### config.mk
export PLATFORM = sky130hd
export DESIGN_NAME = instr_mem_loader
export DESIGN_NICKNAME = d
export VERILOG_FILES = /design/src/rtl/instr_mem_pkg.sv /design/src/rtl/byte_assembler.sv /design/src/rtl/instr_mem_loader.sv
export SDC_FILE = /design/constraint.sdc
export NUM_CORES = 1
export LEC_CHECK = 0
export BUFFER_PORTS_ARGS = -buffer_cell sky130_fd_sc_hd__buf_2
export CAP_MARGIN = 20
export CORE_MARGIN = 3
export CORE_UTILIZATION = 45
export CTS_CLUSTER_DIAMETER = 150
export CTS_CLUSTER_SIZE = 24
export DETAILED_ROUTE_END_ITERATION = 6
export PLACE_DENSITY = 0.84
export SETUP_SLACK_MARGIN = 0.4
export SYNTH_ARGS = -nofsm -noshare
export SYNTH_HDL_FRONTEND = slang
export SYNTH_SLANG_ARGS = --single-unit
export TNS_END_PERCENT = 1
### constraint.sdc
create_clock -name clock -period 1.9 [get_ports clock]
set_input_delay 0.095 -clock clock [delete_from_list [all_inputs] [get_ports clock]]
set_output_delay 0.095 -clock clock [all_outputs]
set_load 0.01 [all_outputs]
### src/rtl/instr_mem_pkg.sv
// Shared definitions for the instruction store path: default placement of the
// image and the loader state encoding, reused by the store and fetch logic.
package instr_mem_pkg;

    localparam logic [31:0] DEF_BASE_ADDR   = 32'h0040_0000;
    localparam int unsigned DEF_DEPTH_WORDS = 256;

    typedef enum logic [1:0] {
        IDLE   = 2'd0,
        LOAD   = 2'd1,
        WRITE  = 2'd2,
        FINISH = 2'd3
    } loader_state_t;

endpackage

### src/rtl/byte_assembler.sv
// Big-endian byte-to-word shift register with a 2-bit byte index.
// full flags the cycle in which the fourth byte of a word is being accepted.
module byte_assembler (
    input  logic        clock,
    input  logic        clear,
    input  logic        shift_en,
    input  logic [7:0]  in_byte,
    output logic [31:0] word,
    output logic        full
);

    logic [1:0] idx;

    always_ff @(posedge clock) begin
        if (clear) begin
            word <= '0;
            idx  <= '0;
        end else if (shift_en) begin
            word <= {word[23:0], in_byte};
            idx  <= idx + 2'd1;
        end
    end

    assign full = shift_en && (idx == 2'd3);

endmodule

### src/rtl/instr_mem_loader.sv
// Loads a big-endian byte stream into the instruction store one 32-bit word
// at a time, starting at BASE_ADDR.
//
// state  | meaning
// IDLE   | waiting for start after clear
// LOAD   | accepting image bytes, in_ready=1
// WRITE  | one-cycle write strobe of the assembled word
// FINISH | session over, done=1 (err=1 if request exceeded capacity)
module instr_mem_loader
    import instr_mem_pkg::*;
#(
    parameter logic [31:0] BASE_ADDR   = DEF_BASE_ADDR,
    parameter int unsigned DEPTH_WORDS = DEF_DEPTH_WORDS
) (
    input  logic        clock,
    input  logic        clear,
    input  logic        start,
    input  logic [8:0]  num_words,
    input  logic        in_valid,
    input  logic [7:0]  in_byte,
    output logic        in_ready,
    output logic        wr_en,
    output logic [31:0] wr_addr,
    output logic [31:0] wr_data,
    output logic        busy,
    output logic        done,
    output logic        err,
    output logic [8:0]  word_count
);

    loader_state_t state, state_nx;
    logic [8:0]    count, count_nx;
    logic [8:0]    num_q, num_nx;
    logic          err_q, err_nx;
    logic          restart;
    logic          shift_en;
    logic          full;
    logic [31:0]   word;

    always_ff @(posedge clock) begin
        if (clear) begin
            state <= IDLE;
            count <= '0;
            num_q <= '0;
            err_q <= 1'b0;
        end else begin
            state <= state_nx;
            count <= count_nx;
            num_q <= num_nx;
            err_q <= err_nx;
        end
    end

    always_comb begin
        state_nx = state;
        count_nx = count;
        num_nx   = num_q;
        err_nx   = err_q;
        restart  = 1'b0;
        case (state)
            IDLE, FINISH: begin
                if (start) begin
                    restart  = 1'b1;
                    count_nx = '0;
                    err_nx   = 1'b0;
                    num_nx   = num_words;
                    if (num_words == 9'd0) begin
                        state_nx = FINISH;
                    end else if (32'(num_words) > DEPTH_WORDS) begin
                        state_nx = FINISH;
                        err_nx   = 1'b1;
                    end else begin
                        state_nx = LOAD;
                    end
                end
            end
            LOAD: begin
                if (full) state_nx = WRITE;
            end
            WRITE: begin
                count_nx = count + 9'd1;
                state_nx = (count + 9'd1 == num_q) ? FINISH : LOAD;
            end
            default: state_nx = IDLE;
        endcase
    end

    // A fresh session must not inherit partial bytes from an aborted one.
    byte_assembler u_asm (
        .clock    (clock),
        .clear    (clear | restart),
        .shift_en (shift_en),
        .in_byte  (in_byte),
        .word     (word),
        .full     (full)
    );

    assign in_ready   = (state == LOAD);
    assign shift_en   = in_valid && in_ready;
    assign wr_en      = (state == WRITE);
    assign wr_addr    = wr_en ? (BASE_ADDR + {21'd0, count, 2'b00}) : 32'd0;
    assign wr_data    = wr_en ? word : 32'd0;
    assign busy       = (state == LOAD) || (state == WRITE);
    assign done       = (state == FINISH);
    assign err        = err_q;
    assign word_count = count;

endmodule

==> flow_metrics.py <==
metrics = {
    "status": {
        "outcome": "finished, final reports clean",
    },
    "min_path": {
        "min_path_type": "primary input to flip-flop",
    },
    "placement": {
        "hpwl_um": 4580,
        "gp_congestion": 0.927,
        "port_buffers": 76,
    },
    "synthesis": {
        "post_synth_mux_area_share": 0.0196,
        "synth_ff_type": "dfxtp_1",
        "async_flop_share": 0,
        "synthSimpleGateAreaFrac": 0.286,
        "yosys_warnings": 0,
        "yosysUniqueCellTypes": 48,
        "synth_edf_count": 0,
        "postSynthCellCount": 377,
        "synth_top_family_by_area": "simple AND/OR/NAND/NOR gates",
        "ys_ff_latch": 55,
        "ys_seq_area_frac": 0.376,
        "synthAdderAreaFrac": 0.0299,
        "synth-compound-area-share": 0.135,
        "syn_avg_cell_area_um2": 7.77,
        "synth_area_um2": 2930,
        "synth-xor-area-share": 0.0359,
    },
    "critical_path": {
        "worstPathCellList": "inv_1 > ha_4 > and2b_4 > a21oi_4 > and4_1 > o2111ai_2 > o22ai_2",
        "crit_slowest_cell": "dfxtp_4",
        "worstReg2RegStart": "state[0]$_SDFFE_PP0P_",
        "crit_path_end_kind": "flip-flop",
        "path_depth": 7,
        "start_kind": "flip-flop",
        "endpoint": "state[1]$_SDFFE_PP0P_",
        "reg2reg_slack_ns": 0.37,
        "rr_worst_depth": 7,
        "cp_max_fo": 5,
        "cp.arrival_ns": 1.77,
        "critical_path_class": "flip-flop to flip-flop",
        "r2r_end": "state[1]$_SDFFE_PP0P_",
        "worstSetupStartpoint": "state[0]$_SDFFE_PP0P_",
        "cp_num_buf_inv": 1,
        "slowest_delay_ns": 0.35,
        "required_ns": 2.13,
        "critPathTopFamily": "simple AND/OR/NAND/NOR gates",
    },
    "route": {
        "vias": 2585,
        "viasPerCell": 4.95,
        "drc_errors": 0,
        "first_iter_violations": 176,
        "ant_nets": 0,
        "wl_per_cell_um": 13.0,
        "drtPass1Iterations": 4,
        "wl_um": 6790,
    },
    "sta": {
        "whs_ns": 0.0172,
        "setup-tns-final_ns": 0,
        "maxSlewViolCount": 0,
        "fmax_mhz": 652,
        "hold_viol": 0,
        "fin_worst_skew_ns": 0.00853,
        "rsz0062_at_grt": "yes",
        "setup_viol": 0,
        "fin_crit_ns": 1.53,
        "period_share": 0.807,
    },
    "clocking": {
        "path_clk_slew_ns": 0.10,
        "htreeDepth": 2,
        "cts-root-buf": "clkbuf_8",
        "cts_tree": "built",
        "clock_sinks": 55,
        "clockBufferDepth": 2,
        "worstSkewPairLatency_ns": 0.31,
        "cts_made_buffers": 5,
    },
    "die": {
        "die_height_um": 86.7,
        "die_w_um": 86.7,
        "coreArea_um2": 6100,
        "row_count": 28,
        "io-pin-count": 99,
        "start_util": 0.481,
        "die_area_um2": 7520,
    },
    "global_routing": {
        "track_usage": 0.173,
        "antenna_found_initial": 0,
        "grt_pass1_wl_um": 10700,
        "grt_pass1_vias": 2387,
        "grt.overflow.total": 0,
        "grt_start_max_net_pins": 53,
    },
    "cells_and_area": {
        "drive_gt1_frac": 0.298,
        "nNetsFinal": 474,
        "synthToLayoutAreaGrowth_pct": 21.4,
        "n_antenna_cell": 0,
        "utilization": 0.584,
    },
    "pwr": {
        "power_per_cell_area_nw_per_um2": 934,
        "peakVddDrop_v": 0.000476,
        "leakagePower_uw": 0.00157,
        "total_power_uw": 3320,
    },
    "job": {
        "maxCapViolCount": 0,
    },
}
==> timing repair <==
action	CTS	global route
setup endpoints to repair	96	95
buffers inserted	6	1
gates cloned	0	1
hold buffers	0	0
gates resized for setup	9	17
pin swaps	6	5
hold endpoints to repair	0	0
==> cell families after synthesis <==
group	after synthesis
AOI/OAI and AO/OA	67
xor gates and xnor gates	12
adders and majority gates	7
buffers and inverters	54
DFF	55
muxes	5
other	1
and+or+nand+nor	176
==> worst min-delay path by stage <==
stage / depth (start not counted) / start / slack, ns / end
5_1_grt: 3 / in_byte[4] / 0.03 / u_asm.word[4]$_SDFFE_PP0P_
6_report: 3 / in_byte[4] / 0.02 / u_asm.word[4]$_SDFFE_PP0P_
3_3_place_gp: 3 / in_byte[5] / 0.34 / u_asm.word[5]$_SDFFE_PP0P_
3_5_place_dp: 3 / in_byte[4] / 0.34 / u_asm.word[4]$_SDFFE_PP0P_
4_1_cts: 3 / in_byte[4] / 0.009 / u_asm.word[4]$_SDFFE_PP0P_
2_1_floorplan: 1 / clear / 0.21 / state[1]$_SDFFE_PP0P_
==> Yosys cell counts, types with 2 or more instances <==
master | instances | area (um^2)
inv_1 | 6 | 22.5
mux2i_1 | 2 | 20.0
xor2_1 | 7 | 61.3
and3_4 | 2 | 22.5
nand3_1 | 4 | 20.0
a21o_1 | 2 | 15.0
and2_1 | 41 | 257
dfxtp_1 | 55 | 1100
buf_4 | 24 | 180
clkbuf_1 | 16 | 60.1
nand2b_1 | 3 | 18.8
a22oi_1 | 5 | 37.5
ha_1 | 7 | 87.6
buf_6 | 4 | 45.0
nor3_1 | 2 | 10.0
a32oi_1 | 2 | 17.5
a21oi_1 | 47 | 235
nor4_1 | 2 | 12.5
nand2_1 | 95 | 357
xnor2_1 | 5 | 43.8
nor2_1 | 19 | 71.3
==> metrics by stage <==
stage | cells | setup WS [ns] | area (um^2)
global route | 522 | 0.278 | 3560
global placement | 506 | 0.146 | 3270
finish | 522 | 0.367 | 3560
floorplan | 398 | 0.333 | 3050
CTS | 520 | 0.338 | 3440
detailed placement | 506 | 0.0139 | 3270
==> state kept, by name, summed over array words and instances (netlist names) <==
name / flops
err: 1
num_q: 9
state: 2
word_count: 9
u_asm.word: 32
u_asm.idx: 2
==> final cells by class <==
class	instances	area [um^2]
Fill cell	590	2540
Timing Repair Buffer	89	541
Inverter	6	22.5
Clock inverter	3	22.5
Clock buffer	5	68.8
Sequential cell	55	1120
Multi-Input combinational cell	289	1690
Tap cell	75	93.8
==> per-layer routing <==
layer  global-route usage  part of all wire  routed length [um]
met1                0.221              0.44                3010
met2                0.299              0.49                3330
met3               0.0285             0.052                 353
met4               0.0510             0.015                 101
met5                    0                 0                   0
==> report_power, final <==
| group | total, uW | switching [uW] | leakage (uW) | internal [uW] |
|---|---|---|---|---|
| Combinational | 1340 | 815 | 0.00107 | 525 |
| Clock | 659 | 394 | 0.0000485 | 265 |
| Sequential | 1320 | 71.1 | 0.000450 | 1250 |
| Total | 3320 | 1280 | 0.00157 | 2040 |
==> worst min-delay path: stages <==
cell	delay, ns
buf_2	0.09
nand2_1	0.04
a21oi_1	0.05
==> cells in the final DEF (no fill, tap or decap), drive strengths merged, types with 3 or more instances in the layout <==
cell    instances
nor2           19
xnor2           5
dfxtp          55
ha              7
a22oi           6
buf            88
nand2          95
mux2            3
conb           22
clkbuf          6
a21oi          48
nand3           4
nand2b          4
inv             7
and2           42
xor2            7
No activity file was read; power rests on OpenSTA's default activity.
